[src/rtl/ahb_arb_pkg.sv]
// Shared AHB encodings, arbiter state and buffered-request type for the
// two-port SDRAM arbiter.
package ahb_arb_pkg;

    typedef enum logic [1:0] {
        HTRANS_IDLE   = 2'b00,
        HTRANS_BUSY   = 2'b01,
        HTRANS_NONSEQ = 2'b10,
        HTRANS_SEQ    = 2'b11
    } htrans_e;

    typedef enum logic [1:0] {
        ST_IDLE,
        ST_ADDR,
        ST_DATA
    } arb_state_e;

    typedef struct packed {
        logic [31:0] addr;
        logic        write;
        logic [2:0]  size;
    } req_t;

endpackage

[src/rtl/ahb_req_capture.sv]
// Per-port request buffer: latches one AHB-Lite address phase and stalls the
// master until the arbiter reports completion of its data phase.
module ahb_req_capture
    import ahb_arb_pkg::*;
(
    input  logic        HCLK,
    input  logic        HRESETn,
    input  logic        hsel_i,
    input  logic        hready_i,
    input  logic [1:0]  htrans_i,
    input  logic [31:0] haddr_i,
    input  logic        hwrite_i,
    input  logic [2:0]  hsize_i,
    input  logic        done_i,
    output logic        pend_o,
    output req_t        req_o,
    output logic        hreadyout_o
);

    logic pend_q, pend_d;
    req_t req_q, req_d;
    logic capture;

    // The completion cycle releases the stall, so a pipelined follow-on
    // request can be captured in that same cycle.
    assign hreadyout_o = ~pend_q | done_i;
    assign capture     = hsel_i & htrans_i[1] & hready_i & hreadyout_o;
    assign pend_o      = pend_q;
    assign req_o       = req_q;

    always_comb begin
        pend_d = pend_q;
        req_d  = req_q;
        if (done_i) begin
            pend_d = 1'b0;
        end
        if (capture) begin
            pend_d = 1'b1;
            req_d  = '{addr: haddr_i, write: hwrite_i, size: hsize_i};
        end
    end

    always_ff @(posedge HCLK or negedge HRESETn) begin
        if (!HRESETn) begin
            pend_q <= 1'b0;
        end else begin
            pend_q <= pend_d;
        end
    end

    always_ff @(posedge HCLK) begin
        req_q <= req_d;
    end

endmodule

[src/rtl/ahb_sdram_arb.sv]
// Two-port AHB-Lite arbiter in front of a single SDRAM slave; requests are
// buffered per port and replayed one at a time as ADDR then DATA phases.
module ahb_sdram_arb
    import ahb_arb_pkg::*;
#(
    parameter bit RR_EN = 1'b1
) (
    input  logic        HCLK,
    input  logic        HRESETn,
    input  logic        HSEL0,
    input  logic        HREADY0,
    input  logic [31:0] HADDR0,
    input  logic [1:0]  HTRANS0,
    input  logic        HWRITE0,
    input  logic [2:0]  HSIZE0,
    input  logic [31:0] HWDATA0,
    output logic        HREADYOUT0,
    output logic [31:0] HRDATA0,
    output logic        HRESP0,
    input  logic        HSEL1,
    input  logic        HREADY1,
    input  logic [31:0] HADDR1,
    input  logic [1:0]  HTRANS1,
    input  logic        HWRITE1,
    input  logic [2:0]  HSIZE1,
    input  logic [31:0] HWDATA1,
    output logic        HREADYOUT1,
    output logic [31:0] HRDATA1,
    output logic        HRESP1,
    output logic        S_HSEL,
    output logic        S_HREADY,
    output logic [31:0] S_HADDR,
    output logic [1:0]  S_HTRANS,
    output logic        S_HWRITE,
    output logic [2:0]  S_HSIZE,
    output logic [31:0] S_HWDATA,
    input  logic        S_HREADYOUT,
    input  logic [31:0] S_HRDATA,
    input  logic        S_HRESP
);

    arb_state_e state_q, state_d;
    logic       grant_q, grant_d;
    logic       last_grant_q, last_grant_d;
    req_t       s_req_q, s_req_d;

    logic [1:0] pend;
    req_t       req0, req1;
    logic       data_done;
    logic       sel;
    logic       unused_resp;

    assign data_done   = (state_q == ST_DATA) & S_HREADYOUT;
    assign unused_resp = S_HRESP;

    ahb_req_capture u_cap0 (
        .HCLK        (HCLK),
        .HRESETn     (HRESETn),
        .hsel_i      (HSEL0),
        .hready_i    (HREADY0),
        .htrans_i    (HTRANS0),
        .haddr_i     (HADDR0),
        .hwrite_i    (HWRITE0),
        .hsize_i     (HSIZE0),
        .done_i      (data_done & ~grant_q),
        .pend_o      (pend[0]),
        .req_o       (req0),
        .hreadyout_o (HREADYOUT0)
    );

    ahb_req_capture u_cap1 (
        .HCLK        (HCLK),
        .HRESETn     (HRESETn),
        .hsel_i      (HSEL1),
        .hready_i    (HREADY1),
        .htrans_i    (HTRANS1),
        .haddr_i     (HADDR1),
        .hwrite_i    (HWRITE1),
        .hsize_i     (HSIZE1),
        .done_i      (data_done & grant_q),
        .pend_o      (pend[1]),
        .req_o       (req1),
        .hreadyout_o (HREADYOUT1)
    );

    // Contention goes to the port not served last when round-robin is on.
    always_comb begin
        if (pend == 2'b11) begin
            sel = RR_EN ? ~last_grant_q : 1'b0;
        end else begin
            sel = pend[1] & ~pend[0];
        end
    end

    always_ff @(posedge HCLK or negedge HRESETn) begin
        if (!HRESETn) begin
            state_q      <= ST_IDLE;
            grant_q      <= 1'b0;
            last_grant_q <= 1'b1;
            s_req_q      <= '0;
        end else begin
            state_q      <= state_d;
            grant_q      <= grant_d;
            last_grant_q <= last_grant_d;
            s_req_q      <= s_req_d;
        end
    end

    always_comb begin
        state_d      = state_q;
        grant_d      = grant_q;
        last_grant_d = last_grant_q;
        s_req_d      = s_req_q;
        case (state_q)
            ST_IDLE: begin
                if (|pend) begin
                    state_d = ST_ADDR;
                    grant_d = sel;
                    s_req_d = sel ? req1 : req0;
                end
            end
            ST_ADDR: state_d = ST_DATA;
            ST_DATA: begin
                if (S_HREADYOUT) begin
                    state_d      = ST_IDLE;
                    last_grant_d = grant_q;
                end
            end
            default: state_d = ST_IDLE;
        endcase
    end

    // Address fields come from a register so they hold after the ADDR cycle.
    assign S_HADDR  = s_req_q.addr;
    assign S_HWRITE = s_req_q.write;
    assign S_HSIZE  = s_req_q.size;
    assign HRESP0   = 1'b0;
    assign HRESP1   = 1'b0;

    always_comb begin
        S_HSEL   = 1'b0;
        S_HTRANS = HTRANS_IDLE;
        S_HREADY = 1'b1;
        S_HWDATA = grant_q ? HWDATA1 : HWDATA0;
        HRDATA0  = '0;
        HRDATA1  = '0;
        if (state_q == ST_ADDR) begin
            S_HSEL   = 1'b1;
            S_HTRANS = HTRANS_NONSEQ;
        end
        if (state_q == ST_DATA) begin
            S_HREADY = S_HREADYOUT;
        end
        if (state_q != ST_IDLE) begin
            if (grant_q) begin
                HRDATA1 = S_HRDATA;
            end else begin
                HRDATA0 = S_HRDATA;
            end
        end
    end

endmodule

[config.mk]
export PLATFORM = sky130hd
export DESIGN_NAME = ahb_sdram_arb
export DESIGN_NICKNAME = d
export VERILOG_FILES = /design/src/rtl/ahb_arb_pkg.sv /design/src/rtl/ahb_req_capture.sv /design/src/rtl/ahb_sdram_arb.sv
export SDC_FILE = /design/constraint.sdc
export NUM_CORES = 1
export LEC_CHECK = 0
export CORE_AREA = 2 2 123 125
export CTS_BUF_LIST = sky130_fd_sc_hd__clkbuf_4
export DETAILED_ROUTE_END_ITERATION = 10
export DIE_AREA = 0 0 125 127
export PLACE_DENSITY = 0.9
export SLEW_MARGIN = 10
export SYNTH_ARGS = -nofsm -noshare
export SYNTH_HDL_FRONTEND = slang
export SYNTH_SLANG_ARGS = --single-unit
[constraint.sdc]
create_clock -name HCLK -period 7.1 [get_ports HCLK]
set_input_delay 1.42 -clock HCLK [delete_from_list [all_inputs] [get_ports HCLK]]
set_output_delay 1.42 -clock HCLK [all_outputs]
set_load 0.1 [all_outputs]
==> results_tabular.tex, run 1 <==
\begin{tabular}{lr}
\hline
Metric & Value \\
\hline
\multicolumn{2}{l}{\textbf{Run status}} \\
Run status & finished clean \\
\multicolumn{2}{l}{\textbf{Global routing}} \\
Busiest layer in global routing & met2 \\
Largest net degree at the start of global routing & 43 \\
Routing usage on met2 & 0.362 \\
Grt met3 use & 0.0620 \\
Wire length of the first global-routing pass & approximately 24000 um \\
Via count of the first global-routing pass & approximately 4.2k \\
Total Routing Usage GR & 0.197 \\
Number of antenna violations at the first check in global routing & 2 \\
GR met1 Demand/Resource & 0.213 \\
Total gr overflow & 0 \\
\multicolumn{2}{l}{\textbf{Drt}} \\
Detailed-route wire length per cell & 18.6 um \\
Via Count & 3815 \\
Detailed-route DRC error count & 0 \\
Vias per cell & 4.52 \\
DRT iter0 DRCs & 95 \\
Final wirelength & 15700 um \\
Antenna-violating nets left & 0 \\
DRT Pass-1 Iters & 4 \\
\multicolumn{2}{l}{\textbf{Synth}} \\
Syn. warnings & 0 \\
Synthesized area & 0.00530 mm2 \\
Post-synthesis average cell area & 16.2 um2 \\
Proportion of synthesized chip area in sequential cells & 0.607 \\
Most area-consuming cells after synthesis & edfxtp\_1 41\%, dfrtp\_1 19\%, mux2\_4 16\% \\
Gate count after technology mapping & 327 \\
Seq cells post-synth & 114 \\
Cell type with the highest aggregate area in the netlist & edfxtp\_1 \\
Proportion of netlist area held by the largest area contributor & 0.408 \\
Unique cell type count in the Yosys netlist & 27 \\
\multicolumn{2}{l}{\textbf{Floorplanning}} \\
DIE AREA & 0.0159 mm2 \\
Core area & 0.0144 mm2 \\
Number of top-level pins & 320 \\
Die width & 125 um \\
Initial standard-cell utilization of the core & 0.367 \\
Floorplan die height & 127 um \\
Standard-cell row count & 44 \\
\multicolumn{2}{l}{\textbf{Critical path}} \\
Cells along the critical path & clkdlybuf4s50\_1, nand3b\_1, o21ai\_0, clkdlybuf4s50\_1 \\
Cell type of the slowest stage on the worst timing path & clkdlybuf4s50\_1 \\
Critical path's largest stage delay & 1240 ps \\
Element type at the critical path end & primary output \\
R2r setup slk & 4660 ps \\
CP arrival & about 3700 ps \\
Kind of launch point of the worst setup path & input pin \\
Maximum fanout encountered on the critical timing path & 3 \\
Endpoint required time on the critical path & 5680 ps \\
Setup CP Type & input pin to primary output \\
Cell repeated most along the worst path & clkdlybuf4s50\_1 \\
\multicolumn{2}{l}{\textbf{Clock network}} \\
Clock tree sinks & approximately 110 \\
Clock transition at the registers of the reported paths & about 100 ps \\
Number of clock buffers inserted by TritonCTS & 17 \\
CTS H-Tree Depth & 4 \\
Number of buffers on the longest clock path & 2 \\
Count of cells resized by post-cts repair & 0 \\
Total setup buffers inserted after CTS & 0 \\
Worst skew pair latency & around 500 ps \\
CTS tree & yes \\
CTS Root Cell & clkbuf\_4 \\
Hold\_buf cts & 0 \\
\multicolumn{2}{l}{\textbf{Finish}} \\
Final standard cell area without fillers & about 0.0089 mm2 \\
Register area & 0.00321 mm2 \\
Top library cells by usage in the layout, fill and taps aside & 312 x clkdlybuf4s50\_1, 72 x edfxtp\_1, 64 x and2\_1, 58 x mux2\_4, 46 x mux2\_2 \\
Commonest non-fill, non-tap cell in the layout & clkdlybuf4s50\_1 \\
Synth-to-layout area growth & 67.2\% \\
Count of nets after finishing & a little over 800 \\
Total of fill cells in the finished design & 1054 \\
Share of post-route cells with drive strength above 1 & 0.225 \\
Multi-input logic area & 0.00194 mm2 \\
\multicolumn{2}{l}{\textbf{Place}} \\
Number of port buffers & about 310 \\
HPWL Detailed & 12400 um \\
Placed Area & 0.00856 mm2 \\
Placer's final routability congestion estimate & 0.932 \\
\multicolumn{2}{l}{\textbf{Min path}} \\
Type of the tightest min-delay check & register to register \\
\multicolumn{2}{l}{\textbf{STA}} \\
Count of final hold-check violations & 0 \\
Part of the cycle the worst path needs & 0.716 \\
Crit path time final & 5080 ps \\
Setup repair after global routing missed its margin & no \\
Transition at the pin with the smallest max-transition slack & 1160 ps \\
Total Negative Setup Slacks & 0 ps \\
Achievable frequency & 197 MHz \\
Final setup violating endpoints & 0 \\
Count of pins over their slew limit & 0 \\
Worst-case clock skew & 23.2 ps \\
Max transition margin & 0.226 \\
\multicolumn{2}{l}{\textbf{Job}} \\
Max-capacitance violation count & 0 \\
\hline
\end{tabular}
[worst max-delay path: cells and delay by family]
family / cells / cell delay (ps)
AO/OA/AOI/OAI: 1 / 350
buffers and inverters: 2 / 1780
AND/OR/NAND/NOR: 1 / 110
[through the flow]
| stage | util | setup WS, ps | std cells | hold WS, ps |
|---|---|---|---|---|
| after detailed placement | 0.594 | 2050 | 810 | 460 |
| after global placement | 0.594 | 2080 | 810 | 458 |
| after CTS | 0.614 | 2050 | 842 | 477 |
| after global routing | 0.614 | 1950 | 844 | 493 |
| after floorplan | - | 1180 | 329 | 439 |
| final | 0.614 | 2020 | 844 | 475 |
[logic make-up after synthesis]
logic type | synth area share
DFF | 0.607
muxes | 0.264
and+or+nand+nor | 0.0914
buffers and inverters | 0.0319
AOI/OAI and AO/OA | 0.00519
other | 0.000708
[sequential cells by signal, indices dropped and copies added (netlist names)]
| signal | flops |
|---|---|
| u_cap0.req_o | 36 |
| u_cap1.req_o | 36 |
| S_HADDR | 32 |
| S_HSIZE | 3 |
| state_q | 2 |
| S_HWRITE | 1 |
| grant_q | 1 |
| last_grant_q | 1 |
| u_cap0.pend_o | 1 |
| u_cap1.pend_o | 1 |
[synthesized netlist by cell type]
cell type	n
nand3b_1	1
nand2_1	5
dfrtp_1	41
nor2_1	3
buf_12	3
buf_1	2
buf_6	1
nand2b_1	1
a21bo_1	1
mux2_2	46
nand4b_1	1
nor2b_1	2
or3b_2	1
a21oi_1	1
mux2_4	58
mux2i_1	1
conb_1	1
clkbuf_1	7
inv_1	1
nand3_1	2
o21ai_0	1
buf_2	3
dfstp_2	1
and2_1	64
o21a_1	1
buf_4	6
edfxtp_1	72
[path summary, 6_finish.rpt]
kind,start,endpoint,cells past startpoint
min,last_grant_q,last_grant_q,2
max,S_HREADYOUT,HREADYOUT0,4
max in group asynchronous,HRESETn,u_cap0.pend_o,1
max reg2reg,grant_q,u_cap0.req_o[21],3
min reg2reg,last_grant_q,last_grant_q,2
min in group asynchronous,HRESETn,S_HWRITE,1
[per-layer routing]
metal,vias up,routed length (um)
met2,179,8380
li1,1799,-
met1,1810,5840
met5,-,0
met4,0,341
met3,27,1100
[final cells by class]
| type | count | share of cell area |
|---|---|---|
| Multi-Input combinational cell | 192 | 0.219 |
| Inverter | 1 | 0.000424 |
| Tap cell | 184 | 0.0260 |
| Clock buffer | 18 | 0.0153 |
| Antenna cell | 2 | 0.000565 |
| Clock inverter | 14 | 0.0174 |
| Timing Repair Buffer | 319 | 0.358 |
| Sequential cell | 114 | 0.363 |
Power of run 1 is left out: the tool's default activity adds up to more than one toggle a clock period on the data nets, which glitch-free logic cannot reach.
==> run 2: changes to the inputs <==
--- a/config.mk
+++ b/config.mk
@@ -5,10 +5,10 @@
 export SDC_FILE = /design/constraint.sdc
 export NUM_CORES = 1
 export LEC_CHECK = 0
-export CORE_AREA = 2 2 123 125
+export CORE_MARGIN = 1.5
+export CORE_UTILIZATION = 35
 export CTS_BUF_LIST = sky130_fd_sc_hd__clkbuf_4
 export DETAILED_ROUTE_END_ITERATION = 10
-export DIE_AREA = 0 0 125 127
 export PLACE_DENSITY = 0.9
 export SLEW_MARGIN = 10
 export SYNTH_ARGS = -nofsm -noshare
==> constraint.sdc (replaced) <==
create_clock -name HCLK -period 4.57 [get_ports HCLK]
set_input_delay 0.914 -clock HCLK [delete_from_list [all_inputs] [get_ports HCLK]]
set_output_delay 0.914 -clock HCLK [all_outputs]
set_load 0.1 [all_outputs]
==> run 2 against run 1 <==
Compared with the run above:
- the run now ends with design-rule violations left
- wire length increased by 0.97%
- cell count shrank 0.12%
- critical path depth increased by 2
- die area about the same
- count of clock-buffer cells in the layout fell by 1
- first-iteration DRC count increased by 65%
- highest routed layer unchanged
==> results_tabular.tex, run 2 (same netlist as run 1, synthesis figures left out) <==
\begin{tabular}{lr}
\hline
Metric & Value \\
\hline
\multicolumn{2}{l}{\textbf{Place}} \\
HPWL Detailed & 12600 um (+1.8\%) \\
Placer's final routability congestion estimate & 0.899 (-3.6\%) \\
Number of port buffers & 313 (unchanged) \\
\multicolumn{2}{l}{\textbf{Drt}} \\
Via Count & 3853 (+1.0\%) \\
Detailed-route DRC error count & 23 (+23) \\
Detailed-route wire length per cell & 18.8 um (+1.1\%) \\
Vias per cell & 4.57 (+1.1\%) \\
Antenna-violating nets left & 0 (unchanged) \\
Final wirelength & 15800 um (+0.97\%) \\
DRT Pass-1 Iters & 7 (+3) \\
DRT iter0 DRCs & 157 (+65\%) \\
\multicolumn{2}{l}{\textbf{Global routing}} \\
Wire length of the first global-routing pass & 23500 um (-0.29\%) \\
Via count of the first global-routing pass & 4197 (+0.50\%) \\
Number of antenna violations at the first check in global routing & 1 (-1) \\
Total gr overflow & 0 (unchanged) \\
Largest net degree at the start of global routing & 43 (unchanged) \\
Total Routing Usage GR & 0.201 (+0.00418) \\
\multicolumn{2}{l}{\textbf{Finish}} \\
Synth-to-layout area growth & 69.5\% \\
Commonest non-fill, non-tap cell in the layout & clkdlybuf4s50\_1 \\
Final core area utilization & 0.613 (-0.000775) \\
Share of post-route cells with drive strength above 1 & 0.374 (+0.149) \\
Top library cells by usage in the layout, fill and taps aside & 213 x clkdlybuf4s50\_1, 73 x buf\_4, 72 x edfxtp\_1, 64 x and2\_1, 58 x mux2\_4 \\
Count of nets after finishing & 825 (unchanged) \\
\multicolumn{2}{l}{\textbf{STA}} \\
Count of pins over their slew limit & 0 (unchanged) \\
Transition at the pin with the smallest max-transition slack & 1150 ps (-12.6 ps) \\
Achievable frequency & 280 MHz \\
Worst-case clock skew & 14.6 ps (-8.62 ps) \\
Crit path time final & 3570 ps \\
Max transition margin & 0.234 (+0.00845) \\
Final setup violating endpoints & 0 (unchanged) \\
Part of the cycle the worst path needs & 0.781 \\
Count of final hold-check violations & 0 (unchanged) \\
Setup repair after global routing missed its margin & no \\
Total Negative Setup Slacks & 0 ps (unchanged) \\
Final hold slack & 480 ps (+4.92 ps) \\
\multicolumn{2}{l}{\textbf{Critical path}} \\
Kind of launch point of the worst setup path & register \\
Setup CP Type & register to primary output \\
R2r setup slk & 1610 ps (-3050 ps) \\
Endpoint required time on the critical path & 3660 ps (-2020 ps) \\
Maximum fanout encountered on the critical timing path & 32 (+29) \\
CP arrival & 2650 ps (-1010 ps) \\
Element type at the critical path end & primary output \\
\multicolumn{2}{l}{\textbf{Min path}} \\
Type of the tightest min-delay check & register to register \\
\multicolumn{2}{l}{\textbf{Clock network}} \\
Worst skew pair latency & 530 ps (+30 ps) \\
Number of clock buffers inserted by TritonCTS & 17 (unchanged) \\
CTS Root Cell & clkbuf\_4 \\
Hold\_buf cts & 0 (unchanged) \\
Total setup buffers inserted after CTS & 0 (unchanged) \\
Clock transition at the registers of the reported paths & 100 ps (about the same) \\
Count of cells resized by post-cts repair & 0 (unchanged) \\
Number of buffers on the longest clock path & 2 (unchanged) \\
CTS tree & yes \\
Clock tree sinks & 114 (unchanged) \\
CTS H-Tree Depth & 4 (unchanged) \\
\multicolumn{2}{l}{\textbf{Floorplanning}} \\
Die width & 126 um (+0.82\%) \\
Number of top-level pins & 320 (unchanged) \\
Standard-cell row count & 44 (unchanged) \\
DIE AREA & 0.0159 mm2 (about the same) \\
Core area & 0.0146 mm2 (+1.5\%) \\
Initial standard-cell utilization of the core & 0.362 (-0.00552) \\
Floorplan die height & 126 um (-0.76\%) \\
\multicolumn{2}{l}{\textbf{Run status}} \\
Run status & complete, but fails checks \\
Violations in the final reports & design-rule violations \\
\multicolumn{2}{l}{\textbf{Job}} \\
Max-capacitance violation count & 0 (unchanged) \\
\hline
\end{tabular}
## run 2: area by class of cell
type                    instances  area (um2)
flip-flops and latches        114        3210
repair buffers                319        3330
clock buffers                  17         128
multi-input cells             192        1940
diodes                          1        2.50
fillers                      1087        5660
well taps                     184         230
clock inverters                15         135
inverters                       1        3.75
## run 2: worst max-delay path, stage by stage, from the launching register on
cell and delay, ps:
dfrtp_1 890, buf_4 360, inv_1 80, nor2_1 110
buf_4 250, and2_1 230, buf_12 190
## run 2: metal layers
layer,wire length [um],global-route usage,up-vias
met1,5890,0.219,1832
met2,8160,0.350,189
li1,-,-,1804
met4,385,0.0920,0
met5,0,0,-
met3,1390,0.0726,28
## run 2: worst paths after layout
path	to	startpoint	depth (start not counted)
max in group asynchronous	state_q[0]	HRESETn	1
hold reg to reg	last_grant_q	last_grant_q	2
min in group asynchronous	S_HADDR[31]	HRESETn	1
setup / recovery	HRDATA1[8]	grant_q	6
hold / removal	last_grant_q	last_grant_q	2
setup reg to reg	u_cap1.req_o[7]	grant_q	4
## run 2: per-stage QoR
| step | setup slack, ps | std cells | cell area [um2] |
|---|---|---|---|
| after floorplan | 528 | 329 | 5310 |
| final | 1000 | 843 | 8980 |
| after detailed placement | 1310 | 810 | 8720 |
| after global placement | 1440 | 810 | 8720 |
| after global routing | 753 | 843 | 8980 |
| after CTS | 970 | 842 | 8980 |
Power of run 2 is left out for the same reason.
